==> src/rtl/pc_redirect_unit_if.sv <==
// pc_redirect_unit_if
//   Groups the redirect request inputs and the fetch-address / flush outputs
//   of pc_redirect_unit into a single bus.
//   Parameter: CNT_W -- width of TakenCount (must match the unit's CNT_W).
//   master : pipeline side (drives Branch_out/BranchTarget/Jump/JumpTarget/Stall,
//            reads PC/PCPlus4/Flush_IFID/Flush_IDEX/Redirect/TakenCount)
//   slave  : pc_redirect_unit side (directions reversed)
interface pc_redirect_unit_if #(
  parameter int CNT_W = 16
);
  logic              Branch_out;
  logic [31:0]       BranchTarget;
  logic              Jump;
  logic [31:0]       JumpTarget;
  logic              Stall;
  logic [31:0]       PC;
  logic [31:0]       PCPlus4;
  logic              Flush_IFID;
  logic              Flush_IDEX;
  logic              Redirect;
  logic [CNT_W-1:0]  TakenCount;

  modport master (
    output Branch_out, BranchTarget, Jump, JumpTarget, Stall,
    input  PC, PCPlus4, Flush_IFID, Flush_IDEX, Redirect, TakenCount
  );

  modport slave (
    input  Branch_out, BranchTarget, Jump, JumpTarget, Stall,
    output PC, PCPlus4, Flush_IFID, Flush_IDEX, Redirect, TakenCount
  );
endinterface

==> src/rtl/pc_redirect_unit.sv <==
// pc_redirect_unit
//   Fetch PC register with branch/jump redirect, flush generation and a
//   saturating count of accepted redirects.
//   Ports:
//     clk  - single clock, rising edge
//     rst  - asynchronous, active-high reset
//     bus  - pc_redirect_unit_if.slave:
//            in : Branch_out, BranchTarget (EX), Jump, JumpTarget (ID), Stall
//            out: PC (registered), PCPlus4 (comb), Flush_IFID/Flush_IDEX (comb),
//                 Redirect (registered, = state REDIR), TakenCount (saturating)
//   Parameters: RESET_PC, CNT_W
//   Build option: define BRANCH_DELAY_SLOT_EN for MIPS delay-slot semantics
//   (taken branch keeps the ID-stage slot, jump keeps the IF-stage slot).
module pc_redirect_unit #(
  parameter logic [31:0] RESET_PC = 32'h0000_0000,
  parameter int          CNT_W    = 16
) (
  input  logic               clk,
  input  logic               rst,
  pc_redirect_unit_if.slave  bus
);

  typedef enum logic {RUN, REDIR} state_t;

`ifdef BRANCH_DELAY_SLOT_EN
  localparam logic BR_FLUSH_IDEX = 1'b0;
  localparam logic J_FLUSH_IFID  = 1'b0;
`else
  localparam logic BR_FLUSH_IDEX = 1'b1;
  localparam logic J_FLUSH_IFID  = 1'b1;
`endif

  state_t            state_q, state_n;
  logic [31:0]       pc_q, pc_n, pc_plus4;
  logic [CNT_W-1:0]  cnt_q;
  logic              accept;
  logic              flush_ifid, flush_idex;

  assign pc_plus4 = pc_q + 32'd4;  // wraps naturally at 2^32

  always_comb begin
    state_n    = RUN;
    pc_n       = pc_q;
    accept     = 1'b0;
    flush_ifid = 1'b0;
    flush_idex = 1'b0;
    case (state_q)
      RUN: begin
        if (bus.Branch_out) begin
          // EX-stage branch wins over everything, stall included
          pc_n       = bus.BranchTarget & ~32'h3;
          accept     = 1'b1;
          flush_ifid = 1'b1;
          flush_idex = BR_FLUSH_IDEX;
          state_n    = REDIR;
        end else if (bus.Jump && !bus.Stall) begin
          pc_n       = bus.JumpTarget & ~32'h3;
          accept     = 1'b1;
          flush_ifid = J_FLUSH_IFID;
          state_n    = REDIR;
        end else if (!bus.Stall) begin
          // a stalled jump is dropped here; ID will present it again
          pc_n = pc_plus4;
        end
      end
      REDIR: begin
        // requests seen now come from squashed bubbles
        if (!bus.Stall) pc_n = pc_plus4;
      end
      default: state_n = RUN;
    endcase
  end

  always_ff @(posedge clk or posedge rst) begin
    if (rst) begin
      state_q <= RUN;
      pc_q    <= RESET_PC;
      cnt_q   <= '0;
    end else begin
      state_q <= state_n;
      pc_q    <= pc_n;
      if (accept && cnt_q != {CNT_W{1'b1}}) cnt_q <= cnt_q + 1'b1;
    end
  end

  // flushes are combinational; gate with rst so they stay low during reset
  assign bus.PC         = pc_q;
  assign bus.PCPlus4    = pc_plus4;
  assign bus.Flush_IFID = flush_ifid & ~rst;
  assign bus.Flush_IDEX = flush_idex & ~rst;
  assign bus.Redirect   = (state_q == REDIR);
  assign bus.TakenCount = cnt_q;

endmodule

==> src/flat_wrapper.sv <==
// flat-port wrapper written by rule: the top's interface ports become plain ports
module pc_redirect_unit_flat 
#(
  parameter logic [31:0] RESET_PC = 32'h0000_0000,
  parameter int          CNT_W    = 16
)
  (clk, rst, bus_Branch_out, bus_BranchTarget, bus_Jump, bus_JumpTarget, bus_Stall, bus_PC, bus_PCPlus4, bus_Flush_IFID, bus_Flush_IDEX, bus_Redirect, bus_TakenCount);
  pc_redirect_unit_if #(.CNT_W(CNT_W)) bus_i ();
  input  logic clk;
  input  logic rst;
  input wire logic [$bits(bus_i.Branch_out)-1:0] bus_Branch_out;
  input wire logic [$bits(bus_i.BranchTarget)-1:0] bus_BranchTarget;
  input wire logic [$bits(bus_i.Jump)-1:0] bus_Jump;
  input wire logic [$bits(bus_i.JumpTarget)-1:0] bus_JumpTarget;
  input wire logic [$bits(bus_i.Stall)-1:0] bus_Stall;
  output wire logic [$bits(bus_i.PC)-1:0] bus_PC;
  output wire logic [$bits(bus_i.PCPlus4)-1:0] bus_PCPlus4;
  output wire logic [$bits(bus_i.Flush_IFID)-1:0] bus_Flush_IFID;
  output wire logic [$bits(bus_i.Flush_IDEX)-1:0] bus_Flush_IDEX;
  output wire logic [$bits(bus_i.Redirect)-1:0] bus_Redirect;
  output wire logic [$bits(bus_i.TakenCount)-1:0] bus_TakenCount;
  assign bus_i.Branch_out = bus_Branch_out;
  assign bus_i.BranchTarget = bus_BranchTarget;
  assign bus_i.Jump = bus_Jump;
  assign bus_i.JumpTarget = bus_JumpTarget;
  assign bus_i.Stall = bus_Stall;
  assign bus_PC = bus_i.PC;
  assign bus_PCPlus4 = bus_i.PCPlus4;
  assign bus_Flush_IFID = bus_i.Flush_IFID;
  assign bus_Flush_IDEX = bus_i.Flush_IDEX;
  assign bus_Redirect = bus_i.Redirect;
  assign bus_TakenCount = bus_i.TakenCount;
  pc_redirect_unit #(.RESET_PC(RESET_PC), .CNT_W(CNT_W)) u_core (.clk(clk), .rst(rst), .bus(bus_i));
endmodule
==> config.mk <==
export PLATFORM = sky130hd
export DESIGN_NAME = pc_redirect_unit_flat
export DESIGN_NICKNAME = d
export VERILOG_FILES = /design/src/rtl/pc_redirect_unit_if.sv /design/src/rtl/pc_redirect_unit.sv /design/src/flat_wrapper.sv
export SDC_FILE = /design/constraint.sdc
export NUM_CORES = 1
export LEC_CHECK = 0
export ABC_AREA = 1
export ABC_CLOCK_PERIOD_IN_PS = 2200
export CAP_MARGIN = 20
export CORE_MARGIN = 8
export CORE_UTILIZATION = 43
export DETAILED_ROUTE_END_ITERATION = 10
export PLACE_DENSITY_LB_ADDON = 0.2
export SLEW_MARGIN = 5
export SYNTH_ARGS = -nofsm -noshare
export SYNTH_HDL_FRONTEND = slang
export SYNTH_SLANG_ARGS = --single-unit
==> constraint.sdc <==
create_clock -name clk -period 2.2 [get_ports clk]
set_input_delay 0.66 -clock clk [delete_from_list [all_inputs] [get_ports clk]]
set_output_delay 0.66 -clock clk [all_outputs]
set_load 0.02 [all_outputs]
# --- After elaboration in Yosys (flattened, before gate mapping) ---
# Index checks and enable logic that the tools add are counted.
op_classes:
  addsub: 2
  multipliers: 0
  n_div: 0
  n_lt_le_gt_ge: 0
  n_eq_ne: 1
  shift: 0
  mux: 9
  bitwise: 4
  n_reduce_logical: 3
ops:
  columns: ["operator", "n"]
  rows:
  - ["32-bit two-way mux", 3]
  - ["32-bit one-hot mux with 2 select lines", 1]
  - ["32-bit by 3-bit adder with 32-bit output, second input constant", 1]
  - ["16-bit by 1-bit adder with 16-bit output, second input constant", 1]
  - ["16-bit inequality test, second input constant", 1]
  - ["1-bit two-way mux", 5]
  - ["1-bit bitwise AND", 2]
  - ["1-bit logical AND", 2]
  - ["1-bit NOT", 2]
  - ["1-bit logical NOT", 1]
word_totals:
  register_bits: 49
  latch_bits: 0
  ramBits: 0
  romBits: 0
  inputBits: 69
  output_inout_bits: 83
  wordCells: 22
  memories: 0

# --- Depth between registers and ports, before layout ---
depth:
  word_depth: 6
  ltp_mapped: 10
  depth_no_buf: 10

# --- Worst setup path after synthesis ---
# Ideal clock, no wire load.
synth_path:
  path_type: "reg-to-output"
  startpoint: "register u_core.pc_q[3], in the netlist u_core.bus.PC[3]"
  endpoint: "output bus_PCPlus4[22]"
  arrival_time_ns: 1.449
  t_required_ns: 1.540
  setup_slack_ns: 0.091
  path_stages_with_launch: 8
  n_path_buf: 0
  path_cell_list: "dfrtp_1 -> ha_1 -> nand2_1 -> nor2_4 -> nand2_4 -> nor2_4 -> nand3_1 -> nand2_1"
synth_between:
  elab_chain_len: 1
synth_rtl:
  columns: ["element", "line", "source"]
  rows:
  - ["start: declaration", "pc_redirect_unit.sv:34", "logic [31:0] pc_q, pc_n, pc_plus4;"]
  - ["start signal: assignment", "pc_redirect_unit.sv:81", "pc_q <= pc_n;"]
  - ["32-bit by 3-bit adder with 32-bit output", "pc_redirect_unit.sv:39", "assign pc_plus4 = pc_q + 32'd4;"]
  - ["end: declaration", "flat_wrapper.sv:17", "output wire logic [$bits(bus_i.PCPlus4)-1:0] bus_PCPlus4;"]
# No other way between the ends.

# --- Worst setup path after layout ---
layout_path:
  startpoint: "register u_core.pc_q[2], in the netlist u_core.bus.PC[2]"
  endpoint: "output bus_PCPlus4[22]"
# The elaborated chain is that of the path after synthesis.

==> results.cfg <==
[routing]
drc = 0
routed_wl_um = 14510
ant_nets = 0
num_vias = 4644
wl_per_cell_um = 16.45
drt_first_pass_iters = 4
drt-initial-drc-count = 226
via_per_inst = 5.265

[global_routing]
grt_overflow = 0
first_global_vias = 4770
grt_pass1_wl_um = 22040
grt_antenna_before_repair = 0
grt_max_degree = 37
track_usage_pct = 23.38

[layout]
final_cell_area_mm2 = 0.006226
syn_to_final_growth_pct = 75.52
fillCellCount = 619
final_layout_size_suffix_gt1_share_pct = 28.44
nets = 847
post-route-util_pct = 76.93
final_cell_count_no_fill = 882
mostFrequentLayoutCells = nand2_1, clkdlybuf4s50_1, buf_4, inv_1
final_common_cell = nand2_1
n_antenna_cell = 0

[clock_tree]
clkSinkCount = 47
path_clk_slew_ns = 0.10
clock_latency_ns = 0.31
cts_buffers = 5
cts_root_buf = clkbuf_8
htreeDepth = 2
cts_tree = built
cts.path.max_buffers = 2

[hold_path]
hp-class = flip-flop to flip-flop
min_from = u_core.bus.TakenCount[4]
min_to = u_core.bus.TakenCount[4]
whs_path_depth = 1

[setup_path]
path_cells = ha_2 -> nand2_2 -> nor2_4 -> nand2_4 -> nor2_4 -> nand3_1 -> nand2_1 -> buf_6
crit_top_cell = nor2_4
r2r_cells = 16
worst_ep_arrival_time_ns = 1.87
slowest_stage = dfrtp_1
critPathRequiredTime_ns = 1.54
r2r-start = u_core.bus.PC[2]
r2r_end = u_core.bus.PC[15]
max_stage_delay_ns = 0.39
r2r_slack_ns = -0.29
critPathKind = flip-flop to output pin
crit_fanout = 7
end_kind = output pin
start_kind = flip-flop

[timing]
rsz0062_at_grt = true
skew_ns = 0.007313
hold_viol_final = 0
slew_violations = 0
setup_tns_ns = -6.552
timing.final.crit_share_pct = 115.1
finalCriticalPeriod_ns = 2.533
finalSetupViolCount = 29
fin_hold_ws_ns = 0.5328
fmax_mhz = 394.8
fin_ws_ns = -0.3332

[floorplan]
coreArea_mm2 = 0.008093
pin_count = 152
die_x_um = 106.8
die_area_mm2 = 0.01141
num_rows = 33
fp.dieH_um = 106.8
start_util_pct = 43.83

[yosys]
async_reset_ff_share_pct = 100.0
synth_edf_count = 0
ys.flop_type = dfrtp_1
synthTopCellsByArea = dfrtp_1, nand2_1, nand3_1
syn_area_per_cell_um2 = 6.569
synth_top_family_by_area = simple AND/OR/NAND/NOR gates
synth_top_cell_by_area = dfrtp_1
synth-seq-cells = 47
synth_area_mm2 = 0.003547
ys_types = 36
synth_top_cell_area_share_pct = 33.16
synthAdderAreaFrac_pct = 0.7055
synthXorXnorAreaFrac_pct = 4.656
synth-seq-area-share_pct = 33.16
ys.warnings.count = 0
synthSimpleGateAreaFrac_pct = 41.34
synth_cells = 540
synth_mux_area_share_pct = 0
synth_compound_area_share_pct = 10.97

[placed_design]
dp_cells = 847
place_area_mm2 = 0.005604
portBuffers = 143
routabilityCongestion = 0.8656
hpwl_um = 10130
place_ws_ns = -0.5550

[run_status]
failed_checks = setup timing
status = finished with violations

[power_and_ir_drop]
cellLeakagePower_nw = 2.881
peakVddDrop_uv = 565.2
total_power_mw = 4.744
powerDensity_mw_per_mm2 = 761.9

[job]
maxCapViolations = 0
flip-flops by register name, summed over array words and instances (netlist names):
| signal | flops |
|---|---|
| u_core.bus.PC | 30 |
| u_core.bus.Redirect | 1 |
| u_core.bus.TakenCount | 16 |
cells by family after synthesis:
| group | Yosys count |
|---|---|
| and+or+nand+nor | 330 |
| buffers and inverters | 73 |
| AOI/OAI and AO/OA | 69 |
| DFF | 47 |
| xor gates and xnor gates | 18 |
| adders and majority gates | 2 |
| other | 1 |
where the power goes:
group	total, mW	switching, mW	internal, mW
sequential	1.28	0.220	1.06
clock	0.686	0.340	0.345
combinational	2.78	1.45	1.33
total	4.74	2.01	2.73
critical path: cells and delay by family (launching register included):
| kind | cells | cell delay, ns |
|---|---|---|
| DFF | 1 | 0.39 |
| and+or+nand+nor | 6 | 0.83 |
| adders and majority gates | 1 | 0.21 |
| buffers and inverters | 1 | 0.12 |
cell type report:
type                            instances  area [µm²]  share of cell area (%)
Multi-Input combinational cell        423        2349                   37.72
Timing Repair Buffer                  244        2240                   35.97
Sequential cell                        47        1179                   18.93
Inverter                               55       211.5                   3.396
Tap cell                              105       131.4                   2.110
Clock buffer                            5       68.82                   1.105
Clock inverter                          3       47.55                  0.7637
worst max-delay path by stage:
| stage | slack, ns | endpoint | start | cells after the start |
|---|---|---|---|---|
| detailed placement | -0.56 | bus_Flush_IFID | bus_Stall | 7 |
| global placement | -0.54 | bus_Flush_IFID | bus_Stall | 7 |
| global route | -0.44 | u_core.bus.PC[22] | u_core.bus.PC[2] | 19 |
| CTS | -0.28 | bus_PCPlus4[26] | u_core.bus.PC[2] | 9 |
| finish | -0.33 | bus_PCPlus4[22] | u_core.bus.PC[2] | 8 |
| floorplan | 0.09 | bus_PCPlus4[22] | u_core.bus.PC[3] | 7 |
timing repair:
action,in CTS,in global routing
hold buffers,0,0
setup buffers,22,6
pin swaps,22,16
setup endpoints to repair,32,34
gates resized for setup,195,48
cell usage after synthesis, types with 4 or more instances:
cell	n
a21oi_1	27
o21ai_0	14
nand4_1	5
dfrtp_1	47
nand2_1	194
nor2_4	8
nand2_2	11
nor2_2	6
buf_4	7
nand3_1	48
nor3_1	5
clkbuf_1	6
inv_2	4
xor2_1	13
a22oi_1	11
xnor2_1	4
inv_1	49
nor2_1	45
o21ai_1	11
layer usage:
metal	global-route usage, %	routed length, µm
met1	24.79	5289
met2	43.07	7445
met3	5.459	1146
met4	10.25	627
met5	0	0
Power figures use the tool's default switching activity.
